===== config.mk =====
export PLATFORM = sky130hd
export DESIGN_NAME = sprite_attr_shadow
export DESIGN_NICKNAME = d
export VERILOG_FILES = /design/src/rtl/sprite_pkg.sv /design/src/rtl/sprite_addr_map.sv /design/src/rtl/sprite_attr_shadow.sv
export SDC_FILE = /design/constraint.sdc
export NUM_CORES = 1
export LEC_CHECK = 0
export CORE_UTILIZATION = 48
export CTS_CLUSTER_SIZE = 10
export DETAILED_ROUTE_END_ITERATION = 8
export SETUP_SLACK_MARGIN = 0.2
export SLEW_MARGIN = 10
export SYNTH_ARGS = -nofsm -noshare
export SYNTH_HDL_FRONTEND = slang
export SYNTH_SLANG_ARGS = --single-unit

===== constraint.sdc =====
create_clock -name clk -period 4.8 [get_ports clk]
set_input_delay 0.72 -clock clk [delete_from_list [all_inputs] [get_ports clk]]
set_output_delay 0.72 -clock clk [all_outputs]
set_load 0.005 [all_outputs]

===== src/rtl/sprite_pkg.sv =====
// Shared constants and types for the sprite attribute path: CPU-visible
// attribute addresses, default slot count and the shadow flush state.
package sprite_pkg;

    localparam logic [15:0] SPR_ATTR_BASE   = 16'h4FF0;
    localparam logic [15:0] SPR_POS_BASE    = 16'h5060;
    localparam logic [15:0] SPR_FLIP_ADDR   = 16'h5003;
    localparam int          NUM_SPRITES_DEF = 8;

    typedef enum logic {
        IDLE  = 1'b0,
        FLUSH = 1'b1
    } flush_state_e;

    // Two attribute bytes plus two position bytes per sprite, plus the global flip byte.
    function automatic int entry_count(input int num_sprites);
        return 4 * num_sprites + 1;
    endfunction

endpackage


===== src/rtl/sprite_addr_map.sv =====
// Bidirectional mapping between CPU sprite addresses and shadow entry indices,
// shared by capture (address -> index) and replay (index -> address).
module sprite_addr_map
    import sprite_pkg::*;
#(
    parameter int NUM_SPRITES = NUM_SPRITES_DEF,
    parameter int IDX_W       = 6
) (
    input  logic [15:0]      addr,
    output logic             hit,
    output logic [IDX_W-1:0] idx,
    input  logic [IDX_W-1:0] rev_idx,
    output logic [15:0]      rev_addr
);

    localparam logic [15:0]      SPAN16  = 16'(2 * NUM_SPRITES);
    localparam logic [IDX_W-1:0] SPAN    = IDX_W'(2 * NUM_SPRITES);
    localparam logic [IDX_W-1:0] FLIP_IX = IDX_W'(4 * NUM_SPRITES);

    logic [15:0] off_attr_s;
    logic [15:0] off_pos_s;

    // Offsets wrap to large values below each base, so one compare checks both bounds.
    assign off_attr_s = addr - SPR_ATTR_BASE;
    assign off_pos_s  = addr - SPR_POS_BASE;

    // Forward decode: CPU address to shadow entry.
    always_comb begin
        hit = 1'b0;
        idx = '0;
        if (off_attr_s < SPAN16) begin
            hit = 1'b1;
            idx = off_attr_s[IDX_W-1:0];
        end else if (off_pos_s < SPAN16) begin
            hit = 1'b1;
            idx = SPAN + off_pos_s[IDX_W-1:0];
        end else if (addr == SPR_FLIP_ADDR) begin
            hit = 1'b1;
            idx = FLIP_IX;
        end else begin
            hit = 1'b0;
            idx = '0;
        end
    end

    // Reverse decode: shadow entry back to its datapath address.
    always_comb begin
        rev_addr = 16'h0000;
        if (rev_idx < SPAN) begin
            rev_addr = SPR_ATTR_BASE + {{(16-IDX_W){1'b0}}, rev_idx};
        end else if (rev_idx < FLIP_IX) begin
            rev_addr = SPR_POS_BASE + {{(16-IDX_W){1'b0}}, rev_idx - SPAN};
        end else begin
            rev_addr = SPR_FLIP_ADDR;
        end
    end

endmodule


===== src/rtl/sprite_attr_shadow.sv =====
// Shadow store for sprite attribute writes: CPU writes land in a local copy and
// only the changed entries are replayed to the sprite datapath at vblank start.
module sprite_attr_shadow
    import sprite_pkg::*;
#(
    parameter int NUM_SPRITES = NUM_SPRITES_DEF
) (
    input  logic        clk,
    input  logic        rst_n,
    input  logic [15:0] cpu_addr,
    input  logic [7:0]  cpu_din,
    input  logic        cpu_wr_en,
    input  logic        vblank_start,
    output logic [15:0] spr_addr,
    output logic [7:0]  spr_din,
    output logic        spr_wr_en,
    output logic        busy,
    output logic        overrun
);

    localparam int               NUM_ENTRIES = entry_count(NUM_SPRITES);
    localparam int               IDX_W       = $clog2(NUM_ENTRIES);
    localparam logic [IDX_W-1:0] LAST_IDX    = IDX_W'(NUM_ENTRIES - 1);

    flush_state_e           state_r;
    logic [IDX_W-1:0]       scan_r;
    logic [7:0]             shadow_r [NUM_ENTRIES];
    logic [NUM_ENTRIES-1:0] dirty_r;
    logic [15:0]            spr_addr_r;
    logic [7:0]             spr_din_r;
    logic                   spr_wr_en_r;
    logic                   busy_r;
    logic                   overrun_r;

    logic                   cap_hit_s;
    logic [IDX_W-1:0]       cap_idx_s;
    logic [15:0]            scan_addr_s;

    sprite_addr_map #(
        .NUM_SPRITES (NUM_SPRITES),
        .IDX_W       (IDX_W)
    ) u_map (
        .addr     (cpu_addr),
        .hit      (cap_hit_s),
        .idx      (cap_idx_s),
        .rev_idx  (scan_r),
        .rev_addr (scan_addr_s)
    );

    // Flush sequencer, replay output register and CPU capture into the shadow.
    always_ff @(posedge clk) begin
        if (!rst_n) begin
            state_r     <= IDLE;
            scan_r      <= '0;
            dirty_r     <= '0;
            spr_addr_r  <= 16'h0000;
            spr_din_r   <= 8'h00;
            spr_wr_en_r <= 1'b0;
            busy_r      <= 1'b0;
            overrun_r   <= 1'b0;
            for (int i = 0; i < NUM_ENTRIES; i++) begin
                shadow_r[i] <= 8'h00;
            end
        end else begin
            spr_addr_r  <= 16'h0000;
            spr_din_r   <= 8'h00;
            spr_wr_en_r <= 1'b0;
            case (state_r)
                IDLE: begin
                    if (vblank_start) begin
                        state_r <= FLUSH;
                        scan_r  <= '0;
                        busy_r  <= 1'b1;
                    end else begin
                        busy_r  <= 1'b0;
                    end
                end
                FLUSH: begin
                    if (dirty_r[scan_r]) begin
                        spr_addr_r      <= scan_addr_s;
                        spr_din_r       <= shadow_r[scan_r];
                        spr_wr_en_r     <= 1'b1;
                        dirty_r[scan_r] <= 1'b0;
                    end
                    if (vblank_start) begin
                        overrun_r <= 1'b1;
                    end
                    if (scan_r == LAST_IDX) begin
                        state_r <= IDLE;
                        scan_r  <= '0;
                        busy_r  <= 1'b0;
                    end else begin
                        scan_r  <= scan_r + {{(IDX_W-1){1'b0}}, 1'b1};
                    end
                end
                default: begin
                    state_r <= IDLE;
                    scan_r  <= '0;
                    busy_r  <= 1'b0;
                end
            endcase
            // Placed after the flush clear so a same-cycle CPU write keeps the entry dirty.
            if (cpu_wr_en && cap_hit_s) begin
                shadow_r[cap_idx_s] <= cpu_din;
                dirty_r[cap_idx_s]  <= 1'b1;
            end
        end
    end

    assign spr_addr  = spr_addr_r;
    assign spr_din   = spr_din_r;
    assign spr_wr_en = spr_wr_en_r;
    assign busy      = busy_r;
    assign overrun   = overrun_r;

endmodule


==> results.tsv <==
metric	value	unit
viasPerCell	6.24	
yosysTopAreaCellShare	63.4	%
clockBufferDepth	3	
port_buffers	52	
hpwl	44.3	mm
crit_slowest_cell	o41a_1	
syn_area_per_cell	13.7	um2
clock-sinks	573	
clockPowerShare	42.6	%
post_cts_buffers	0	
drt_iter0_drc	2027	
cts.htree.levels	3	
syn_area	0.0242	mm2
syn_inst	1775	
antenna_cells	0	
cap_violations	0	
final_cell_mix	edfxtp_1 (512), and2_1 (244), a22oi_1 (126)	
cts_tree	done	
reg2reg_from	scan_r[1]	
layout_commonest_cell	edfxtp_1	
coreArea	0.0494	mm2
hold_path.startpoint	dirty_r[22]	
fin_crit_sh	76.9	%
slew_headroom	37.0	%
outcome	completed	
synth_area_leaders	edfxtp_1 (63%), and2_1 (6.3%), dfxtp_1 (5.0%)	
worstRegToRegCells	10	
async_flop_share	0	%
fin_skew	0.0237	ns
yosysTopAreaCell	edfxtp_1	
wl	71.1	mm
cts_root_buf	clkbuf_16	
gp_congestion	0.879	
internal-power	8.35	mW
final_core_util	56.5	%
ant_nets	0	
cts.reportedPaths.clkPinSlew	0.05	ns
num_rows	81	
grtUsageTotal	28.1	%
drive_above_1_share	13.7	%
ios	55	
initial_core_util	49.1	%
wl_met2	32.3	mm
synthToLayoutAreaGrowth	15.2	%
die_y	227	um
critPathBufInv	1	
tns	0	ns
worstPathRequired	5.05	ns
drv_slew	0	
vias	16100	
grt_pass1_wl	104	mm
critPathMaxFanout	10	
grt-ovfl-total	0	
wl_met1	30.8	mm
first_pass_iters	6	
p_per_area	381	mW/mm2
cp.arrival	3.94	ns
ys_warn_count	0	
worst_pin_slew	0.945	ns
pwr-share-seq	52.6	%
synth_seq_cells	573	
peakVddDrop	0.251	mV
hp-class	reg -> reg	
min_period	3.69	ns
yosysSeqAreaShare	68.5	%
drcViolationCount	0	
cp_top_family	simple AND/OR/NAND/NOR gates	
max_stage_delay	0.57	ns
timing_hold_violations_final	0	
grt_pass1_vias	15600	
critPathKind	in -> reg	
synth.distinct_cells	70	
die_x	227	um
synth_edf_count	512	
p_sw_share	21.6	%
holdWs	0.482	ns
worstHoldPathCells	2	
cp.depth	8	
wire_per_inst	27.5	um
cts_resized	0	
synth_ff_type	edfxtp_1	
crit_path_end_kind	flop	
antenna_found_initial	2	
start_kind	primary input	
finalSetupViolCount	0	
crit_chain	clkdlybuf4s50_1, or4b_4, nor2_1, o2111ai_2, o41a_1, or3_1, nor3_4, nand2b_1	
final_nets	1920	
clock_latency	0.59	ns
met3_length	6.17	mm
startpoint	cpu_addr[12]	
pwr-share-comb	4.8	%
grt_max_degree	65	
switching_power	2.30	mW
max_freq	0.271	GHz
cts_buffers	67	
highest_layer	met5	
rsz0062_at_grt	false	
die-area	0.0514	mm2
ctsHoldBuffers	0	
leakagePower	9.25	nW
-- worst register-to-register path: cells and delay by family (launching register included) --
| kind | cells | cell delay [ns] |
|---|---|---|
| buf+inv | 3 | 0.83 |
| flops | 1 | 0.85 |
| compound gates | 3 | 0.80 |
| simple gates | 4 | 1.10 |
-- power groups by stage --
| stage | combinational [mW] | sequential, mW | clock, mW |
|---|---|---|---|
| final | 0.509 | 5.60 | 4.54 |
| after global routing | 0.536 | 5.61 | 4.79 |
| after CTS | 0.503 | 5.60 | 4.60 |
| after detailed placement | 0.501 | 5.70 | 0 |
| after global placement | 0.496 | 5.70 | 0 |
| after floorplan | 0.249 | 5.67 | 0 |
-- metrics by stage --
stage | setup slack, ns | power (mW) | cells | instance area, um2
3_3_place_gp | 0.625 | 6.19 | 2477 | 26000
3_5_place_dp | 0.532 | 6.20 | 2477 | 26000
5_1_grt | 0.876 | 10.9 | 2588 | 27900
4_1_cts | 1.15 | 10.7 | 2588 | 27900
2_1_floorplan | 1.24 | 5.91 | 1776 | 24200
6_report | 1.11 | 10.6 | 2588 | 27900
-- per-layer routing --
layer	vias to the layer above	global-route usage, %
met5	-	0
met1	8154	40.7
met2	818	42.9
li1	7054	-
met4	2	9.00
met3	119	5.33
-- Yosys cell counts (11+ instances only) --
library cell	instances
edfxtp_1	512
and2_1	244
a22oi_1	126
clkbuf_1	103
nor2_1	101
o21ai_0	89
dfxtp_1	61
nand2_1	56
a21oi_1	48
a221oi_1	44
o311ai_0	34
nand4_1	33
and3_1	26
mux2i_1	26
a22o_1	22
mux2_2	20
nand3_1	19
buf_2	18
a31oi_1	17
o211ai_1	17
inv_1	13
nor2b_1	12
mux4_2	11
-- cell families (layout without fill, tap and decap cells) --
logic type | after synthesis | count (layout) | synth area share (%)
DFF | 573 | 573 | 68.5
and+or+nand+nor | 546 | 546 | 12.6
AOI/OAI and AO/OA | 434 | 434 | 12.7
buffers and inverters | 151 | 299 | 2.52
muxes | 57 | 57 | 3.03
adders and majority gates | 10 | 10 | 0.516
xor gates and xnor gates | 3 | 3 | 0.108
other | 1 | 2 | 0.0155
-- final cells by class --
type / count / area, um2
Fill cell: 4049 / 21400
Clock buffer: 109 / 1880
Clock inverter: 2 / 17.5
Timing Repair Buffer: 174 / 1460
Tap cell: 664 / 831
Inverter: 14 / 52.6
Multi-Input combinational cell: 1052 / 7070
Sequential cell: 573 / 16600
-- path summary, 6_finish.rpt --
path | to | slack, ns
hold / removal | dirty_r[22] | 0.48
hold reg to reg | dirty_r[22] | 0.48
setup reg to reg | spr_addr[10] | 1.11
setup / recovery | shadow_r[4][2] | 1.11
-- sequential cells by signal, summed over array words and instances (netlist names) --
name and flops:
busy 1, dirty_r 33, overrun 1, scan_r 6
shadow_r 512, spr_addr 10, spr_din 8, spr_wr_en 1
state_r 1
Note: power is estimated with default switching activity, not from simulation.
